## config.mk

```make
export PLATFORM = sky130hd
export DESIGN_NAME = mms_ptw_flat
export DESIGN_NICKNAME = d
export VERILOG_FILES = /design/src/rtl/mms_ptw_if.sv /design/src/rtl/mms_ptw.sv /design/src/flat_wrapper.sv
export SDC_FILE = /design/constraint.sdc
export NUM_CORES = 1
export LEC_CHECK = 0
export BUFFER_PORTS_ARGS = -buffer_cell sky130_fd_sc_hd__buf_2
export CAP_MARGIN = 20
export CORE_MARGIN = 8
export CORE_UTILIZATION = 48
export DETAILED_ROUTE_END_ITERATION = 10
export HOLD_SLACK_MARGIN = 0.03
export PLACE_DENSITY = 0.9
export SLEW_MARGIN = 20
export SYNTH_ARGS = -nofsm -noshare
export SYNTH_HDL_FRONTEND = slang
export SYNTH_SLANG_ARGS = --single-unit
```

## constraint.sdc

```tcl
create_clock -name clk -period 1.9 [get_ports clk]
set_input_delay 0.19 -clock clk [delete_from_list [all_inputs] [get_ports clk]]
set_output_delay 0.19 -clock clk [all_outputs]
set_load 0.01 [all_outputs]
```

## src/rtl/mms_ptw_if.sv

```systemverilog
// Bundle between the Sv32 instruction-side page-table walker, its ITLB requester and the PTE read port.
// slave = walker side, master = ITLB/memory side.
interface mms_ptw_if #(
    parameter int PPN1_WD = 12,
    parameter int PPN0_WD = 10,
    parameter int VPN1_WD = 10,
    parameter int VPN0_WD = 10,
    parameter int ASID_WD = 9,
    parameter int PA_WD   = PPN1_WD + PPN0_WD + 12
);
    logic                       req_valid;
    logic                       req_ready;
    logic [VPN1_WD+VPN0_WD-1:0] req_vpn;
    logic [ASID_WD-1:0]         req_asid;
    logic                       satp_mode;
    logic [PPN1_WD+PPN0_WD-1:0] satp_ppn;
    logic                       mem_req_valid;
    logic                       mem_req_ready;
    logic [PA_WD-1:0]           mem_req_addr;
    logic                       mem_resp_valid;
    logic [31:0]                mem_resp_pte;
    logic                       resp_valid;
    logic                       resp_ready;
    logic [31:0]                resp_pte;
    logic [VPN1_WD+VPN0_WD-1:0] resp_vpn;
    logic [ASID_WD-1:0]         resp_asid;
    logic                       resp_super;
    logic                       resp_fault;
    logic                       flush;

    modport slave (
        input  req_valid, req_vpn, req_asid, satp_mode, satp_ppn,
        input  mem_req_ready, mem_resp_valid, mem_resp_pte, resp_ready, flush,
        output req_ready, mem_req_valid, mem_req_addr,
        output resp_valid, resp_pte, resp_vpn, resp_asid, resp_super, resp_fault
    );

    modport master (
        output req_valid, req_vpn, req_asid, satp_mode, satp_ppn,
        output mem_req_ready, mem_resp_valid, mem_resp_pte, resp_ready, flush,
        input  req_ready, mem_req_valid, mem_req_addr,
        input  resp_valid, resp_pte, resp_vpn, resp_asid, resp_super, resp_fault
    );
endinterface

```

## src/rtl/mms_ptw.sv

```systemverilog
// Sv32 two-level page-table walker for ITLB misses: one walk in flight, no A/D update,
// flush aborts any walk and drains an outstanding PTE read if one was issued.
//
// state   | meaning
// IDLE    | waiting for a walk request (only accepted with satp_mode=1)
// L1_REQ  | issuing read of the level-1 PTE at {root ppn, vpn1, 00}
// L1_WAIT | level-1 read accepted, waiting for the PTE
// L0_REQ  | issuing read of the level-0 PTE at {L1 pte.ppn, vpn0, 00}
// L0_WAIT | level-0 read accepted, waiting for the PTE
// DONE    | presenting the result until resp_ready (or flush)
// DRAIN   | walk aborted with a read outstanding; discard its response
module mms_ptw #(
    parameter int PPN1_WD = 12,
    parameter int PPN0_WD = 10,
    parameter int VPN1_WD = 10,
    parameter int VPN0_WD = 10,
    parameter int ASID_WD = 9,
    parameter int PA_WD   = 34
) (
    input logic      clk,
    input logic      rst,
    mms_ptw_if.slave bus
);
    localparam int PPN_WD = PPN1_WD + PPN0_WD;
    localparam int VPN_WD = VPN1_WD + VPN0_WD;

    typedef enum logic [2:0] {
        IDLE, L1_REQ, L1_WAIT, L0_REQ, L0_WAIT, DONE, DRAIN
    } state_e;

    state_e              state_q, state_d;
    logic [VPN_WD-1:0]   vpn_q, vpn_d;
    logic [ASID_WD-1:0]  asid_q, asid_d;
    logic [PPN_WD-1:0]   root_q, root_d;
    logic [PPN_WD-1:0]   next_ppn_q, next_ppn_d;
    logic [31:0]         rpte_q, rpte_d;
    logic                super_q, super_d;
    logic                fault_q, fault_d;

    logic [31:0]         pte;
    logic                pte_invalid, pte_leaf, pte_acc, ppn0_nz;
    logic                l1_fault, l0_fault;
    logic                req_ready_w;
    logic [PA_WD-1:0]    addr_l1, addr_l0;

    // Sv32 PTE: ppn[31:10], D7 A6 G5 U4 X3 W2 R1 V0
    assign pte         = bus.mem_resp_pte;
    assign pte_invalid = !pte[0] || (!pte[1] && pte[2]);
    assign pte_leaf    = pte[1] || pte[3];
    assign pte_acc     = pte[6];
    assign ppn0_nz     = (pte[10 +: PPN0_WD] != '0);
    assign l1_fault    = pte_invalid || ppn0_nz || !pte_acc;
    assign l0_fault    = pte_invalid || !pte_leaf || !pte_acc;

    assign req_ready_w = !rst && (state_q == IDLE) && bus.satp_mode && !bus.flush;
    assign addr_l1     = {root_q, vpn_q[VPN_WD-1 -: VPN1_WD], 2'b00};
    assign addr_l0     = {next_ppn_q, vpn_q[VPN0_WD-1:0], 2'b00};

    always_comb begin
        state_d    = state_q;
        vpn_d      = vpn_q;
        asid_d     = asid_q;
        root_d     = root_q;
        next_ppn_d = next_ppn_q;
        rpte_d     = rpte_q;
        super_d    = super_q;
        fault_d    = fault_q;
        case (state_q)
            IDLE: begin
                if (bus.req_valid && req_ready_w) begin
                    state_d = L1_REQ;
                    vpn_d   = bus.req_vpn;
                    asid_d  = bus.req_asid;
                    root_d  = bus.satp_ppn;
                end
            end
            L1_REQ, L0_REQ: begin
                if (bus.flush) begin
                    state_d = bus.mem_req_ready ? DRAIN : IDLE;
                end else if (bus.mem_req_ready) begin
                    state_d = (state_q == L1_REQ) ? L1_WAIT : L0_WAIT;
                end
            end
            L1_WAIT: begin
                if (bus.flush) begin
                    state_d = bus.mem_resp_valid ? IDLE : DRAIN;
                end else if (bus.mem_resp_valid) begin
                    if (!pte_invalid && !pte_leaf) begin
                        state_d    = L0_REQ;
                        next_ppn_d = pte[10 +: PPN_WD];
                    end else begin
                        state_d = DONE;
                        rpte_d  = pte;
                        fault_d = l1_fault;
                        super_d = !l1_fault;
                    end
                end
            end
            L0_WAIT: begin
                if (bus.flush) begin
                    state_d = bus.mem_resp_valid ? IDLE : DRAIN;
                end else if (bus.mem_resp_valid) begin
                    state_d = DONE;
                    rpte_d  = pte;
                    fault_d = l0_fault;
                    super_d = 1'b0;
                end
            end
            DONE: begin
                if (bus.flush || bus.resp_ready) state_d = IDLE;
            end
            DRAIN: begin
                if (bus.mem_resp_valid) state_d = IDLE;
            end
            default: state_d = IDLE;
        endcase
    end

    always_ff @(posedge clk) begin
        if (rst) begin
            state_q    <= IDLE;
            vpn_q      <= '0;
            asid_q     <= '0;
            root_q     <= '0;
            next_ppn_q <= '0;
            rpte_q     <= '0;
            super_q    <= 1'b0;
            fault_q    <= 1'b0;
        end else begin
            state_q    <= state_d;
            vpn_q      <= vpn_d;
            asid_q     <= asid_d;
            root_q     <= root_d;
            next_ppn_q <= next_ppn_d;
            rpte_q     <= rpte_d;
            super_q    <= super_d;
            fault_q    <= fault_d;
        end
    end

    assign bus.req_ready     = req_ready_w;
    assign bus.mem_req_valid = !rst && ((state_q == L1_REQ) || (state_q == L0_REQ));
    assign bus.mem_req_addr  = (state_q == L1_REQ) ? addr_l1 :
                               (state_q == L0_REQ) ? addr_l0 : '0;
    assign bus.resp_valid    = !rst && (state_q == DONE);
    assign bus.resp_pte      = rpte_q;
    assign bus.resp_vpn      = vpn_q;
    assign bus.resp_asid     = asid_q;
    assign bus.resp_super    = super_q;
    assign bus.resp_fault    = fault_q;
endmodule

```

## src/flat_wrapper.sv

```systemverilog
// flat-port wrapper written by rule: the top's interface ports become plain ports
module mms_ptw_flat 
#(
    parameter int PPN1_WD = 12,
    parameter int PPN0_WD = 10,
    parameter int VPN1_WD = 10,
    parameter int VPN0_WD = 10,
    parameter int ASID_WD = 9,
    parameter int PA_WD   = 34
)
  (clk, rst, bus_req_valid, bus_req_vpn, bus_req_asid, bus_satp_mode, bus_satp_ppn, bus_mem_req_ready, bus_mem_resp_valid, bus_mem_resp_pte, bus_resp_ready, bus_flush, bus_req_ready, bus_mem_req_valid, bus_mem_req_addr, bus_resp_valid, bus_resp_pte, bus_resp_vpn, bus_resp_asid, bus_resp_super, bus_resp_fault);
  mms_ptw_if #(.PPN1_WD(PPN1_WD), .PPN0_WD(PPN0_WD), .VPN1_WD(VPN1_WD), .VPN0_WD(VPN0_WD), .ASID_WD(ASID_WD), .PA_WD(PA_WD)) bus_i ();
  input logic clk;
  input logic rst;
  input wire logic [$bits(bus_i.req_valid)-1:0] bus_req_valid;
  input wire logic [$bits(bus_i.req_vpn)-1:0] bus_req_vpn;
  input wire logic [$bits(bus_i.req_asid)-1:0] bus_req_asid;
  input wire logic [$bits(bus_i.satp_mode)-1:0] bus_satp_mode;
  input wire logic [$bits(bus_i.satp_ppn)-1:0] bus_satp_ppn;
  input wire logic [$bits(bus_i.mem_req_ready)-1:0] bus_mem_req_ready;
  input wire logic [$bits(bus_i.mem_resp_valid)-1:0] bus_mem_resp_valid;
  input wire logic [$bits(bus_i.mem_resp_pte)-1:0] bus_mem_resp_pte;
  input wire logic [$bits(bus_i.resp_ready)-1:0] bus_resp_ready;
  input wire logic [$bits(bus_i.flush)-1:0] bus_flush;
  output wire logic [$bits(bus_i.req_ready)-1:0] bus_req_ready;
  output wire logic [$bits(bus_i.mem_req_valid)-1:0] bus_mem_req_valid;
  output wire logic [$bits(bus_i.mem_req_addr)-1:0] bus_mem_req_addr;
  output wire logic [$bits(bus_i.resp_valid)-1:0] bus_resp_valid;
  output wire logic [$bits(bus_i.resp_pte)-1:0] bus_resp_pte;
  output wire logic [$bits(bus_i.resp_vpn)-1:0] bus_resp_vpn;
  output wire logic [$bits(bus_i.resp_asid)-1:0] bus_resp_asid;
  output wire logic [$bits(bus_i.resp_super)-1:0] bus_resp_super;
  output wire logic [$bits(bus_i.resp_fault)-1:0] bus_resp_fault;
  assign bus_i.req_valid = bus_req_valid;
  assign bus_i.req_vpn = bus_req_vpn;
  assign bus_i.req_asid = bus_req_asid;
  assign bus_i.satp_mode = bus_satp_mode;
  assign bus_i.satp_ppn = bus_satp_ppn;
  assign bus_i.mem_req_ready = bus_mem_req_ready;
  assign bus_i.mem_resp_valid = bus_mem_resp_valid;
  assign bus_i.mem_resp_pte = bus_mem_resp_pte;
  assign bus_i.resp_ready = bus_resp_ready;
  assign bus_i.flush = bus_flush;
  assign bus_req_ready = bus_i.req_ready;
  assign bus_mem_req_valid = bus_i.mem_req_valid;
  assign bus_mem_req_addr = bus_i.mem_req_addr;
  assign bus_resp_valid = bus_i.resp_valid;
  assign bus_resp_pte = bus_i.resp_pte;
  assign bus_resp_vpn = bus_i.resp_vpn;
  assign bus_resp_asid = bus_i.resp_asid;
  assign bus_resp_super = bus_i.resp_super;
  assign bus_resp_fault = bus_i.resp_fault;
  mms_ptw #(.PPN1_WD(PPN1_WD), .PPN0_WD(PPN0_WD), .VPN1_WD(VPN1_WD), .VPN0_WD(VPN0_WD), .ASID_WD(ASID_WD), .PA_WD(PA_WD)) u_core (.clk(clk), .rst(rst), .bus(bus_i));
endmodule
```

==> results of run 1 <==
## registers in the layout, indices dropped and copies added (netlist names)
signal	count
u_core.bus.resp_vpn	20
u_core.root_q	22
u_core.next_ppn_q	22
u_core.bus.resp_asid	9
u_core.bus.resp_pte	32
u_core.state_q	3
u_core.bus.resp_super	1
u_core.bus.resp_fault	1
## logic make-up after synthesis
kind of cell | Yosys count
AO/OA/AOI/OAI | 133
adder cells (fa/ha/maj) | 1
buffers and inverters | 48
flip-flops | 110
multiplexers | 22
other | 1
AND/OR/NAND/NOR | 233
## what timing repair did
action,CTS,global route
resized for setup,6,1
endpoints found under the setup margin,32,32
pin swaps,0,0
gates cloned,0,0
hold buffers,0,0
## cells in the final DEF (no fill, tap or decap), drive strengths merged, types with 2 or more instances in the layout
cell      instances
and3              2
mux2i            22
nand2b            3
o211ai            2
inv               4
nor2             37
a21oi            92
clkinvlp          2
conb              2
dfxtp           110
nor4b             2
nand2           174
clkbuf           11
nand3             4
nor3b             2
clkinv            2
nor4              3
a22o             32
buf             199
## cell type report
type / instances / area (sq um) / share of cell area
Clock inverter: 5 / 41.3 / 0.00725
Sequential cell: 110 / 2210 / 0.389
Timing Repair Buffer: 199 / 1090 / 0.191
Inverter: 3 / 11.3 / 0.00198
Tap cell: 111 / 139 / 0.0244
Multi-Input combinational cell: 391 / 2050 / 0.360
Clock buffer: 11 / 151 / 0.0266
## cell usage after synthesis (all sizes together) (2+ instances only)
library cell / number
a22o: 32
nand3: 4
buf: 25
nor3b: 2
nor2: 37
nand2: 174
clkbuf: 20
nor4: 3
o211ai: 2
mux2i: 22
and3: 2
inv: 3
nor4b: 2
a21oi: 92
nand2b: 3
dfxtp: 110
## worst max-delay path: stages (launching register included)
cell,delay (ns)
dfxtp_4,0.41
nand2b_4,0.17
nor2_2,0.14
buf_12,0.22
a22o_1,0.18
buf_2,0.15
## per-stage QoR
stage | utilization | power (mW) | setup slack (ns)
2_1_floorplan | - | 3.05 | 0.378
3_3_place_gp | 0.599 | 3.33 | 0.213
3_5_place_dp | 0.599 | 3.38 | 0.170
4_1_cts | 0.622 | 4.76 | 0.0201
5_1_grt | 0.622 | 4.95 | -0.00534
6_report | 0.622 | 4.72 | 0.0867
## how the worst max path moves through the flow
stage | from | endpoint | slack (ns) | cells after the start
after global routing | u_core.state_q[2]$_SDFFE_PP0P_ | bus_mem_req_addr[33] | -0.005 | 5
after floorplan | u_core.state_q[2]$_SDFFE_PP0P_ | bus_mem_req_addr[13] | 0.38 | 5
after CTS | u_core.state_q[1]$_SDFFE_PP0P_ | bus_mem_req_addr[12] | 0.02 | 5
after global placement | u_core.state_q[0]$_SDFFE_PP0P_ | bus_mem_req_addr[33] | 0.21 | 5
final | u_core.state_q[2]$_SDFFE_PP0P_ | bus_mem_req_addr[12] | 0.09 | 5
after detailed placement | u_core.state_q[0]$_SDFFE_PP0P_ | u_core.next_ppn_q[1]$_SDFFE_PP0P_ | 0.17 | 6
## where the power goes
group	switching, mW	leakage [nW]	internal [mW]
combinational	0.510	1.65	0.339
clock	0.806	0.0922	0.560
sequential	0.106	0.890	2.40
## layer usage
layer	GRT usage	wire length (um)	up-vias
li1	-	-	2167
met1	0.231	5350	2034
met2	0.358	6720	207
met3	0.0852	1540	25
met4	0.0890	334	4
met5	0	23	-
==> out/metrics.yaml, run 1 <==
grt:
  antenna_found_initial: 2
  track_usage: 0.212
  grt_pass1_vias: 4455
  grt_overflow: 0
  grt_pass1_wl_mm: 22.0
  grt_max_degree: 56
setup_path:
  crit_path_start_kind: "flip-flop"
  r2r-end: "u_core.bus.resp_vpn[16]$_SDFFE_PP0P_"
  path_class: "flip-flop to primary output"
  arrival_ns: 1.62
  reg2reg_setup_slack_ns: 0.27
  crit_fanout: 32
  r2r_start: "u_core.state_q[0]$_SDFFE_PP0P_"
  worstRegToRegCells: 5
  crit_required_ns: 1.71
  cp-end-kind: "primary output"
place:
  placed_cells_incl_taps: 814
  gp_congestion: 0.859
  place_area_sq_um: 5480
  place_hpwl_mm: 10.6
  portBuffers: 188
synthesis:
  yosys.area_share.xor_xnor: 0
  seq_area_frac_synth: 0.490
  synth_area_sq_um: 4490
  synth-main-ff-cell: "dfxtp_1"
  synth-adder-area-share: 0.00251
  synth_top_area_frac: 0.490
  async_flop_share: 0
  synth_top_family_by_area: "simple AND/OR/NAND/NOR gates"
  synth_area_per_cell_sq_um: 8.20
  synth_edf_count: 0
  yosysWarnings: 0
  synth_cell_types: 36
  synth_compound_area_frac: 0.182
  postSynthCellCount: 548
  synth_area_leader_cell: "dfxtp_1"
  synth_area_leaders: "dfxtp_1 49%, nand2_1 14%, a21oi_1 10%, a22o_1 6.2%, mux2i_1 4.9%"
  ys_seq_elements: 110
  synth.area.mux_share: 0.0490
  synthSimpleGateAreaFrac: 0.217
power_and_ir_drop:
  power_density_nw_per_um2: 829
  total_leakage_power_nw: 2.63
  vdd_drop_max_mv: 0.472
floorplan:
  coreArea_sq_um: 9150
  rows: 35
  initial_core_util: 0.491
  die_w_um: 113
  io_pins: 191
  die_y_um: 113
  fp.dieArea_sq_um: 12700
detailed_routing:
  dr.pass1.iters: 5
  viasPerCell: 5.35
  ant_nets: 0
  vias: 4437
  drc: 0
  drt-initial-drc-count: 240
  routed_wirelength_mm: 14.0
  wl_per_cell_um: 16.8
sta:
  drv_slew: 0
  period_minus_slack_ns: 1.81
  whs_ns: 0.0579
  tightestPinTransition_ns: 0.576
  tns_ns: 0
  hold_viol_final: 0
  rsz0062_at_grt: "true"
  max_freq_ghz: 0.551
  relSlewSlack: 0.616
  finalClockSkew_ns: 0.0140
  setup_viol: 0
  finalCritPeriodShare: 0.954
min_path:
  min-delay-path-class: "input port to flip-flop"
  hold_start: "bus_satp_ppn[8]"
  min_to: "u_core.root_q[8]$_SDFFE_PP0P_"
  worstHoldPathCells: 3
cts:
  numCtsBuffers: 9
  tritoncts: "built"
  insertion_delay_ns: 0.35
  cts-root-buf: "clkbuf_8"
  post-cts-setup-buffers: 0
  clk_path_buf_depth: 2
  htree_levels: 3
  cts_sinks: 110
  clkSlewWorstSetupHoldPaths_ns: 0.11
cells_and_area:
  nets: 805
  fillCellCount: 780
  areaGrowthSynthToFinish_pct: 26.8
  fin_cells: 830
  fin_area_sq_um: 5690
  drive_above_1_share: 0.320
  diodes: 0
job:
  max_cap_violations: 0
status:
  status: "completed"
No activity file was read; power rests on OpenSTA's default activity.
==> run 2, diff against run 1 <==
--- a/config.mk
+++ b/config.mk
@@ -10,8 +10,8 @@
 export CORE_MARGIN = 8
 export CORE_UTILIZATION = 48
 export DETAILED_ROUTE_END_ITERATION = 10
-export HOLD_SLACK_MARGIN = 0.03
 export PLACE_DENSITY = 0.9
+export REMOVE_ABC_BUFFERS = 1
 export SLEW_MARGIN = 20
 export SYNTH_ARGS = -nofsm -noshare
 export SYNTH_HDL_FRONTEND = slang
==> out/metrics.yaml, run 2 (synthesized netlist as in run 1, its figures left out) <==
detailed_routing:
  wl_per_cell_um: 16.3  # was 16.8 um
  viasPerCell: 5.32  # was 5.35
  ant_nets: 0  # unchanged
  dr.pass1.iters: 5  # unchanged
  drc: 0  # unchanged
  drt-initial-drc-count: 342  # was 240
  routed_wirelength_mm: 13.6  # was 14.0 mm
  vias: 4439  # was 4,437
floorplan:
  coreArea_sq_um: 9150  # unchanged
  fp.dieArea_sq_um: 12700  # unchanged
  io_pins: 191  # unchanged
  initial_core_util: 0.491  # unchanged
  die_y_um: 113  # unchanged
  die_w_um: 113  # unchanged
  rows: 35  # unchanged
setup_path:
  slowest_delay_ns: 0.41  # about the same
  path_class: "flip-flop to primary output"  # unchanged
  path_delay_family: "flip-flops"  # unchanged
  crit_fanout: 15  # was 32
  crit_buf_inv: 2  # unchanged
  arrival_ns: 1.63  # was 1.62 ns
  crit_chain: "nand2b_4 -> nor2_4 -> buf_6 -> a22o_1 -> buf_2"  # was nand2b_4 -> nor2_2 -> buf_12 -> a22o_1 -> buf_2
  crit_path_start_kind: "flip-flop"  # unchanged
  crit_required_ns: 1.71  # about the same
  cp-end-kind: "primary output"  # unchanged
  crit_slowest_cell: "dfxtp_4"  # unchanged
cells_and_area:
  layout_commonest_cell: "buf_2"  # unchanged
  nets: 810  # was 805
  areaGrowthSynthToFinish_pct: 27.4  # was 26.8%
  mostFrequentLayoutCells: "187 x buf_2, 173 x nand2_1, 107 x dfxtp_1"  # unchanged
  diodes: 0  # unchanged
  drive_above_1_share: 0.323  # was 0.320
  final_core_util: 0.625  # was 0.622
  largest_reg_flops: 32  # unchanged
  fin_area_sq_um: 5720  # was 5690 sq um
  fillCellCount: 805  # was 780
sta:
  period_minus_slack_ns: 1.82  # was 1.81 ns
  finalCritPeriodShare: 0.960  # was 0.954
  drv_slew: 0  # unchanged
  relSlewSlack: 0.539  # was 0.616
  finalClockSkew_ns: 0.0167  # was 0.0140 ns
  max_freq_ghz: 0.549  # was 0.551 GHz
  tightestPinTransition_ns: 0.692  # was 0.576 ns
  tns_ns: 0  # unchanged
  setup_viol: 0  # unchanged
  hold_viol_final: 0  # unchanged
  rsz0062_at_grt: "true"  # unchanged
place:
  place_hpwl_mm: 9.93  # was 10.6 mm
  portBuffers: 188  # unchanged
  place_area_sq_um: 5490  # was 5480 sq um
  gp_congestion: 0.882  # was 0.859
job:
  max_cap_violations: 0  # unchanged
cts:
  cts-root-buf: "clkbuf_8"  # unchanged
  insertion_delay_ns: 0.36  # was 0.35 ns
  numCtsBuffers: 9  # unchanged
  clk_path_buf_depth: 2  # unchanged
  htree_levels: 3  # unchanged
  tritoncts: "built"  # unchanged
  holdBufCountCts: 0  # unchanged
  cts_sinks: 110  # unchanged
  clkSlewWorstSetupHoldPaths_ns: 0.11  # about the same
power_and_ir_drop:
  power_density_nw_per_um2: 822  # was 829 nW/um^2
  design_power_total_mw: 4.70  # was 4.72 mW
  total_leakage_power_nw: 2.65  # was 2.63 nW
  vdd_drop_max_mv: 0.427  # was 0.472 mV
min_path:
  min-delay-path-class: "input port to flip-flop"  # unchanged
grt:
  antenna_found_initial: 1  # was 2
  grt_max_degree: 66  # was 56
  grt_pass1_wl_mm: 21.6  # was 22.0 mm
  grt_overflow: 0  # unchanged
  track_usage: 0.207  # was 0.212
  grt_pass1_vias: 4521  # was 4,455
status:
  status: "completed"  # unchanged
[run 2: routing by layer]
layer	vias to the layer above	track usage	routed length, um
met3	24	0.0761	1210
met5	-	0	8
met4	2	0.0638	183
met2	189	0.362	6750
li1	2176	-	-
met1	2048	0.228	5470
[run 2: report_power, final]
part | switching [mW] | internal (mW) | total (mW)
registers | 0.0922 | 2.40 | 2.49
clock network | 0.787 | 0.515 | 1.30
logic | 0.544 | 0.370 | 0.914
[run 2: stage by stage]
step,instances,setup slack (ns),hold WS (ns)
2_1_floorplan,504,-0.401,0.259
3_3_place_gp,818,0.261,0.429
3_5_place_dp,818,0.0873,0.437
4_1_cts,834,-0.00320,0.0354
5_1_grt,835,-0.00477,0.0297
6_report,835,0.0769,0.0528
[run 2: layout make-up]
| class | instances | area, sq um | share of cell area |
|---|---|---|---|
| Sequential cell | 110 | 2210 | 0.386 |
| Clock inverter | 5 | 35.0 | 0.00612 |
| Tap cell | 111 | 139 | 0.0243 |
| Clock buffer | 11 | 141 | 0.0247 |
| Inverter | 3 | 11.3 | 0.00197 |
| Multi-Input combinational cell | 391 | 2060 | 0.360 |
| Timing Repair Buffer | 204 | 1120 | 0.197 |
[run 2: worst register-to-register path: stages (launching register included)]
cell	delay, ns
dfxtp_4	0.41
nor2_1	0.24
and4_1	0.28
nand2_2	0.16
buf_4	0.21
mux2i_1	0.16
nor2_1	0.06
[run 2: worst paths after layout]
kind	endpoint	depth (start not counted)	start	slack [ns]
max	bus_mem_req_addr[20]	5	u_core.state_q[2]$_SDFFE_PP0P_	0.08
min	u_core.root_q[12]$_SDFFE_PP0P_	3	bus_satp_ppn[12]	0.05
max reg2reg	u_core.next_ppn_q[1]$_SDFFE_PP0P_	6	u_core.state_q[2]$_SDFFE_PP0P_	0.25
min reg2reg	u_core.bus.resp_asid[3]$_SDFFE_PP0P_	2	u_core.bus.resp_asid[3]$_SDFFE_PP0P_	0.46
[run 2: what timing repair did]
item	in CTS	in global routing
cloned	0	1
pin swaps	0	1
setup endpoints to repair	32	32
endpoints found under the hold margin	0	0
gates resized for setup	6	11
buffers inserted	0	0
==> run 3, diff against run 2 <==
--- a/config.mk
+++ b/config.mk
@@ -10,7 +10,7 @@
 export CORE_MARGIN = 8
 export CORE_UTILIZATION = 48
 export DETAILED_ROUTE_END_ITERATION = 10
-export PLACE_DENSITY = 0.9
+export PLACE_DENSITY = 0.89
 export REMOVE_ABC_BUFFERS = 1
 export SLEW_MARGIN = 20
 export SYNTH_ARGS = -nofsm -noshare
==> out/metrics.yaml, run 3 (synthesized netlist as in run 1, its figures left out) <==
detailed_routing:
  wl_per_cell_um: 16.4  # was 16.3 um
  viasPerCell: 5.38  # was 5.32
  dr.pass1.iters: 8  # was 5
  ant_nets: 0  # unchanged
  vias: 4501  # was 4,439
  drt-initial-drc-count: 318  # was 342
  routed_wirelength_mm: 13.7  # was 13.6 mm
  drc: 0  # unchanged
cells_and_area:
  diodes: 0  # unchanged
  fillCellCount: 776  # was 805
  fin_cells: 836  # was 835
  layout_commonest_cell: "buf_2"  # unchanged
  largest_reg_flops: 32  # unchanged
  mostFrequentLayoutCells: "187 x buf_2, 173 x nand2_1, 107 x dfxtp_1"  # unchanged
  areaGrowthSynthToFinish_pct: 27.6  # was 27.4%
  nets: 811  # was 810
  drive_above_1_share: 0.324  # was 0.323
floorplan:
  die_y_um: 113  # unchanged
  io_pins: 191  # unchanged
  initial_core_util: 0.491  # unchanged
  die_w_um: 113  # unchanged
  fp.dieArea_sq_um: 12700  # unchanged
  coreArea_sq_um: 9150  # unchanged
  rows: 35  # unchanged
sta:
  hold_viol_final: 0  # unchanged
  tightestPinTransition_ns: 0.757  # was 0.692 ns
  period_minus_slack_ns: 1.82  # about the same
  layout_setup_ws_ns: 0.0786  # was 0.0769 ns
  finalCritPeriodShare: 0.959  # was 0.960
  whs_ns: 0.0481  # was 0.0528 ns
  setup_viol: 0  # unchanged
  max_freq_ghz: 0.549  # about the same
  drv_slew: 0  # unchanged
  relSlewSlack: 0.496  # was 0.539
  finalClockSkew_ns: 0.0125  # was 0.0167 ns
cts:
  tritoncts: "built"  # unchanged
  clk_path_buf_depth: 2  # unchanged
  insertion_delay_ns: 0.36  # about the same
  holdBufCountCts: 0  # unchanged
  htree_levels: 3  # unchanged
  numCtsBuffers: 9  # unchanged
  cts-root-buf: "clkbuf_8"  # unchanged
  cts_sinks: 110  # unchanged
  clkSlewWorstSetupHoldPaths_ns: 0.11  # about the same
setup_path:
  reg2reg_setup_slack_ns: 0.32  # was 0.25 ns
  crit_path_start_kind: "flip-flop"  # unchanged
  r2r_start: "u_core.state_q[2]$_SDFFE_PP0P_"  # unchanged
  cp-end-kind: "primary output"  # unchanged
  startpoint: "u_core.state_q[2]$_SDFFE_PP0P_"  # unchanged
  crit_required_ns: 1.71  # about the same
  path_class: "flip-flop to primary output"  # unchanged
  arrival_ns: 1.63  # about the same
  crit_fanout: 15  # unchanged
place:
  portBuffers: 188  # unchanged
  gp_congestion: 0.877  # was 0.882
  placed_cells_incl_taps: 818  # unchanged
  place_ws_ns: 0.191  # was 0.0873 ns
  place_hpwl_mm: 10.2  # was 9.93 mm
status:
  status: "completed"  # unchanged
grt:
  grt_pass1_vias: 4530  # was 4,521
  grt_max_degree: 75  # was 66
  grt_overflow: 0  # unchanged
  grt_pass1_wl_mm: 21.4  # was 21.6 mm
  antenna_found_initial: 1  # unchanged
  track_usage: 0.204  # was 0.207
power_and_ir_drop:
  power_density_nw_per_um2: 826  # was 822 nW/um^2
  design_power_total_mw: 4.73  # was 4.70 mW
  vdd_drop_max_mv: 0.459  # was 0.427 mV
  total_leakage_power_nw: 2.66  # was 2.65 nW
min_path:
  min-delay-path-class: "input port to flip-flop"  # unchanged
  hold_start: "bus_req_vpn[18]"  # was bus_satp_ppn[12]
job:
  max_cap_violations: 0  # unchanged
## run 3: through the flow
stage / instance area [sq um] / setup TNS [ns] / utilization
finish: 5730 / 0 / 0.626
global route: 5730 / -0.00242 / 0.626
CTS: 5680 / 0 / 0.621
detailed placement: 5490 / 0 / 0.600
global placement: 5490 / 0 / 0.600
floorplan: 4240 / -23.07 / -
## run 3: metal layers
metal  up-vias  GRT usage  routed length, um
met5         -          0                  0
met4         0     0.0764                308
met3        34     0.0698               1320
met2       232      0.362               6750
met1      2062      0.219               5370
li1       2173          -                  -
## run 3: timing repair
| item | CTS | global route |
|---|---|---|
| resized for setup | 5 | 12 |
| pin swaps | 0 | 1 |
| buffers inserted | 0 | 0 |
| setup endpoints to repair | 32 | 32 |
| gates cloned | 0 | 2 |
## run 3: worst paths after layout
path / to / cells after the start
worst min-delay path: u_core.bus.resp_vpn[18]$_SDFFE_PP0P_ / 3
worst max register to register: u_core.root_q[1]$_SDFFE_PP0P_ / 5
worst max-delay path: bus_mem_req_addr[23] / 5
worst min register to register: u_core.bus.resp_pte[31]$_SDFFE_PP0P_ / 2
## run 3: report_power, final
part / leakage [nW] / switching [mW] / internal (mW)
clock: 0.0905 / 0.798 / 0.529
sequential: 0.890 / 0.0886 / 2.40
combinational: 1.68 / 0.559 / 0.363
## run 3: worst max-delay path, cell delays in order, from the launching register on
cell and delay [ns]:
dfxtp_4 0.40, nand2b_4 0.19, nor2_4 0.19, buf_8 0.18, a22o_1 0.17, buf_2 0.13
## run 3: area by class of cell
type                            count  area [sq um]  share of cell area
Clock buffer                       11           141              0.0247
Timing Repair Buffer              205          1130               0.197
Sequential cell                   110          2210               0.386
Tap cell                          111           139              0.0242
Inverter                            3          11.3             0.00196
Multi-Input combinational cell    391          2060               0.359
Clock inverter                      5          42.5             0.00742
